--- config.mk ---
export PLATFORM = sky130hd
export DESIGN_NAME = mem_bus_arbiter
export DESIGN_NICKNAME = d
export VERILOG_FILES = /design/src/rtl/mem_bus_arbiter.sv
export SDC_FILE = /design/constraint.sdc
export NUM_CORES = 1
export LEC_CHECK = 0
export CAP_MARGIN = 0
export CORE_ASPECT_RATIO = 1.5
export CORE_MARGIN = 2
export CORE_UTILIZATION = 39
export CTS_BUF_LIST = sky130_fd_sc_hd__clkbuf_8
export DETAILED_ROUTE_END_ITERATION = 7
export GPL_ROUTABILITY_DRIVEN = 0
export GPL_TIMING_DRIVEN = 0
export HOLD_SLACK_MARGIN = 0.1
export PLACE_DENSITY = 0.79
export SYNTH_ARGS = -nofsm -noshare
export SYNTH_HDL_FRONTEND = slang
export SYNTH_SLANG_ARGS = --single-unit
--- constraint.sdc ---
create_clock -name CLK -period 2.1 [get_ports CLK]
set_input_delay 0.42 -clock CLK [delete_from_list [all_inputs] [get_ports CLK]]
set_output_delay 0.42 -clock CLK [all_outputs]
set_load 0.05 [all_outputs]
--- src/rtl/mem_bus_arbiter.sv ---
`default_nettype none
// ============================================================================
// Module   : mem_bus_arbiter
// Purpose  : Arbitrates the single external 16-bit memory bus between the
//            CPU core bus master and the debugger memory-access port.
//            The core wins by default. A debugger access runs as a fixed
//            three-cycle sequence (setup, strobe, done) between core cycles.
// Revision : 1.0 - initial release
// ----------------------------------------------------------------------------
// Ports
//   CLK, RESETN                 clock, asynchronous active-low reset
//   CORE_REQ/ADDR/DOUT/RDN/WRN* core bus master request and bus signals
//   CORE_GNT                    core owns the bus
//   DBG_REQ/WR/ADDR/WDATA       debugger access request (level, held to ACK)
//   DBG_ACK, DBG_RDATA          completion pulse and captured read data
//   DIN                         memory read data
//   ADDR/DOUT/RDN/WRN0/WRN1     shared bus pins (strobes active low)
//   ABUS_OEN                    address/data buffer enable, active low
// Configuration
//   MEM_BUS_ARB_STARVE_GUARD_EN defined   : a pending debugger request that
//       has been refused STARVE_LIMIT cycles wins the next IDLE arbitration.
//   MEM_BUS_ARB_STARVE_GUARD_EN undefined : strict core priority; the
//       debugger only starts in an IDLE cycle with CORE_REQ low, and
//       STARVE_LIMIT has no effect.
// ============================================================================
module mem_bus_arbiter #(
    parameter int STARVE_LIMIT = 4
) (
    input  logic        CLK,
    input  logic        RESETN,
    input  logic        CORE_REQ,
    input  logic [15:0] CORE_ADDR,
    input  logic [15:0] CORE_DOUT,
    input  logic        CORE_RDN,
    input  logic        CORE_WRN0,
    input  logic        CORE_WRN1,
    output logic        CORE_GNT,
    input  logic        DBG_REQ,
    input  logic        DBG_WR,
    input  logic [15:0] DBG_ADDR,
    input  logic [15:0] DBG_WDATA,
    output logic        DBG_ACK,
    output logic [15:0] DBG_RDATA,
    input  logic [15:0] DIN,
    output logic [15:0] ADDR,
    output logic [15:0] DOUT,
    output logic        RDN,
    output logic        WRN0,
    output logic        WRN1,
    output logic        ABUS_OEN
);

    localparam logic [2:0] c_IDLE    = 3'd0;
    localparam logic [2:0] c_CORE    = 3'd1;
    localparam logic [2:0] c_DSETUP  = 3'd2;
    localparam logic [2:0] c_DSTROBE = 3'd3;
    localparam logic [2:0] c_DDONE   = 3'd4;

    logic [2:0]  r_state;
    logic [2:0]  w_state_nxt;
    logic        r_dbg_wr;
    logic [15:0] r_dbg_addr;
    logic [15:0] r_dbg_wdata;
    logic [15:0] r_dbg_rdata;
    logic        w_dbg_starved;
    logic        w_dbg_start;

`ifdef MEM_BUS_ARB_STARVE_GUARD_EN
    localparam logic [3:0] c_STARVE_LIMIT = STARVE_LIMIT[3:0];

    logic [3:0] r_starve_cnt;
    logic       w_in_dbg;

    assign w_in_dbg = (r_state == c_DSETUP) || (r_state == c_DSTROBE) ||
                      (r_state == c_DDONE);

    // Counts cycles in which a debugger request waits outside its own
    // sequence; saturates so a long wait cannot wrap back to "not starved".
    always_ff @(posedge CLK or negedge RESETN) begin
        if (!RESETN) begin
            r_starve_cnt <= 4'd0;
        end else if (r_state == c_DDONE) begin
            r_starve_cnt <= 4'd0;
        end else if (DBG_REQ && !w_in_dbg && (r_starve_cnt != 4'hF)) begin
            r_starve_cnt <= r_starve_cnt + 4'd1;
        end
    end

    assign w_dbg_starved = DBG_REQ && (r_starve_cnt >= c_STARVE_LIMIT);
`else
    assign w_dbg_starved = 1'b0;
`endif

    always_comb begin
        w_state_nxt = r_state;
        case (r_state)
            c_IDLE: begin
                if (w_dbg_starved) begin
                    w_state_nxt = c_DSETUP;
                end else if (CORE_REQ) begin
                    w_state_nxt = c_CORE;
                end else if (DBG_REQ) begin
                    w_state_nxt = c_DSETUP;
                end
            end
            c_CORE: begin
                // A granted core cycle is never preempted.
                if (!CORE_REQ) begin
                    w_state_nxt = c_IDLE;
                end
            end
            c_DSETUP:  w_state_nxt = c_DSTROBE;
            c_DSTROBE: w_state_nxt = c_DDONE;
            c_DDONE:   w_state_nxt = c_IDLE;
            default:   w_state_nxt = c_IDLE;
        endcase
    end

    // Debugger request fields are captured on the edge that enters DSETUP so
    // that the bus already shows the latched address during DSETUP.
    assign w_dbg_start = (r_state == c_IDLE) && (w_state_nxt == c_DSETUP);

    always_ff @(posedge CLK or negedge RESETN) begin
        if (!RESETN) begin
            r_state     <= c_IDLE;
            r_dbg_wr    <= 1'b0;
            r_dbg_addr  <= 16'd0;
            r_dbg_wdata <= 16'd0;
            r_dbg_rdata <= 16'd0;
        end else begin
            r_state <= w_state_nxt;
            if (w_dbg_start) begin
                r_dbg_wr    <= DBG_WR;
                r_dbg_addr  <= DBG_ADDR;
                r_dbg_wdata <= DBG_WDATA;
            end
            if ((r_state == c_DSTROBE) && !r_dbg_wr) begin
                r_dbg_rdata <= DIN;
            end
        end
    end

    // All outputs decode from state so an asynchronous reset takes effect on
    // the pins immediately.
    assign CORE_GNT  = (r_state == c_CORE);
    assign DBG_ACK   = (r_state == c_DDONE);
    assign DBG_RDATA = r_dbg_rdata;
    assign ABUS_OEN  = (r_state == c_IDLE);

    always_comb begin
        ADDR = r_dbg_addr;
        DOUT = r_dbg_wdata;
        RDN  = 1'b1;
        WRN0 = 1'b1;
        WRN1 = 1'b1;
        if (r_state == c_CORE) begin
            ADDR = CORE_ADDR;
            DOUT = CORE_DOUT;
            RDN  = CORE_RDN;
            WRN0 = CORE_WRN0;
            WRN1 = CORE_WRN1;
        end else if (r_state == c_DSTROBE) begin
            RDN  = r_dbg_wr;
            WRN0 = !r_dbg_wr;
            WRN1 = !r_dbg_wr;
        end
    end

endmodule
`default_nettype wire

==> results.cfg <==
[setup_path]
r2r_cells = 6
crit_required_ns = 1.68
end_kind = primary output
crit_path_max_fanout = 4
crit_type = register to primary output
crit_arrival_ns = 1.82
start_kind = register

[floorplanning]
die_w_um = 68.4
core_area_mm2 = 0.00609
die-area_mm2 = 0.00689
start_util = 0.399
std_cell_rows = 35
io-pin-count = 142
die_y_um = 101

[job]
maxCapViolCount = 0

[yosys]
syn_area_mm2 = 0.00243
yosysSeqAreaShare = 0.536
synth_seq_cells = 52
synthDistinctLibCells = 15
ys_warn_count = 0
syn-num-nets = 245
syn_inst = 157
syn_avg_cell_area_um2 = 15.5

[timing]
fin_setup_tns_ns = -2.86
relSlewSlack = 0.570
hold_viol = 0
drv_slew = 0
post-route-period-util = 1.07
fmax_mhz = 447
timing.final.setup_violations = 34
finalClockSkew_ns = 0.00596
setup_slack_ns = -0.137
worstMarginPinSlew_ns = 0.644
period_needed_ns = 2.24
rsz0062_at_grt = yes

[power_and_ir_drop]
power.density_mw_per_mm2 = 2070
combPwrFrac = 0.743
ir_drop_v = 0.00168
power_mw = 9.39
p_seq_frac = 0.192
leakage_nw = 2.03
p_int_mw = 5.15
p_clk_frac = 0.065
switchingPower_mw = 4.24
power_switching_share = 0.451

[cells_and_area]
area_growth_pct = 86.9
layout.cells.most_common_list = clkdlybuf4s50_1 (102), dfrtp_1 (50), mux2_2 (49)
antennaDiodeCount = 0
drive_above_1_share = 0.505
final_common_cell = clkdlybuf4s50_1
layout.nets = 413
final_design_area_no_fill_mm2 = 0.00454
fillCellCount = 402

[grt]
grt_overflow = 0
track_usage = 0.202
grt_pass1_wl_um = 10100
antenna_found_initial = 0
first_global_vias = 2065
grt_max_degree = 28

[cts]
cts_buffer_depth = 2
cts_buffers = 5
cts_max_level = 2
ctsHoldBuffers = 0
cts_root_buf = clkbuf_8
clk_pin_slew_ns = 0.09
clk_latency_ns = 0.30
cts_tree = built
cts_sinks = 52

[worst_hold_path]
hold_path_class = primary input to asynchronous set/reset pin

[route]
wl_per_cell_um = 17.7
vias_per_cell = 4.80
drc = 0
ant_nets = 0
wl_um = 7080
dr_total_vias = 1916
drt-initial-drc-count = 36
dr.pass1.iters = 4

[placement]
dp.final_hpwl_um = 4860
placed_area_mm2 = 0.00395
port_buffers = 141

[outcome]
status = finished, violations left
violations = setup timing
==> synthesized netlist by cell type (all sizes together) <==
master   n  share of area
nand3b   1         0.0082
o21ai    1         0.0021
dfrtp   52           0.54
nor2     2         0.0031
buf      7          0.032
inv      4         0.0062
a21oi    1         0.0021
a22oi    2         0.0062
mux2    81           0.38
nand2b   1         0.0036
mux2i    1         0.0041
nor3b    1         0.0031
nor3     3          0.018
==> layout make-up <==
class                   count  area (um2)  share of cell area
inverters                   4        15.0             0.00331
plain buffers               6        75.1              0.0165
repair buffers            162        1790               0.395
clock buffers               7        96.3              0.0212
multi-input cells          94        1160               0.256
well taps                  74        92.6              0.0204
flip-flops and latches     52        1300               0.287
==> what timing repair did <==
item,CTS,global route
endpoints found under the setup margin,38,37
resized for setup,299,42
pin swaps,2,1
cloned,2,0
buffers inserted,14,6
==> flip-flops by register name (all words and copies together) (netlist names) <==
| signal | count |
|---|---|
| DBG_RDATA | 16 |
| r_dbg_addr | 16 |
| r_dbg_wdata | 16 |
| r_state | 3 |
| r_dbg_wr | 1 |
==> worst max-delay path: stages, from the launching register on <==
cell and delay, ns:
dfrtp_2 0.44, nor3_4 0.25, buf_6 0.17, buf_12 0.11
buf_16 0.10, mux2_4 0.31, buf_8 0.15
==> logic make-up (layout without fill, tap and decap cells) <==
family          count (synthesis)  after routing  synth area share
compound gates                  4              4            0.0103
buf+inv                        11            179            0.0386
flops                          52             52             0.536
mux                            82             82             0.380
simple gates                    8              8            0.0356
==> per-stage QoR <==
step | std cells | hold WS (ns) | setup slack, ns | util
after global placement | 372 | 0.485 | -1.05 | 0.646
after detailed placement | 373 | 0.474 | -0.556 | 0.649
after floorplan | 157 | 0.124 | -0.00720 | -
final | 399 | 0.140 | -0.137 | 0.746
after global routing | 399 | 0.176 | -0.198 | 0.746
after CTS | 395 | 0.149 | -0.187 | 0.727
==> per-layer routing <==
metal,wire [um],up-vias,global-route usage,share of wire
met1,2380,953,0.205,0.34
met2,4270,62,0.386,0.60
met3,327,8,0.0425,0.046
met4,106,0,0.0692,0.015
met5,0,-,0,0
li1,-,893,-,-
==> power groups by stage <==
stage               Combinational, mW  Clock, mW  Sequential (mW)
finish                           6.98      0.608             1.80
floorplan                        3.25          0             2.28
detailed placement               5.42          0             1.82
global placement                 5.35          0             1.80
CTS                              6.64      0.626             1.80
global route                     7.23      0.672             1.86
==> path summary, 6_finish.rpt <==
kind,startpoint,endpoint,slack (ns)
worst max-delay path,r_state[1],ADDR[14],-0.14
worst min-delay path,RESETN,r_dbg_addr[11],0.14
worst max register to register,r_state[1],r_dbg_wdata[9],0.33
worst min register to register,DBG_RDATA[13],DBG_RDATA[13],0.51
max in group asynchronous,RESETN,r_state[2],1.39
min in group CLK,DBG_RDATA[13],DBG_RDATA[13],0.51
Power figures use the tool's default switching activity.
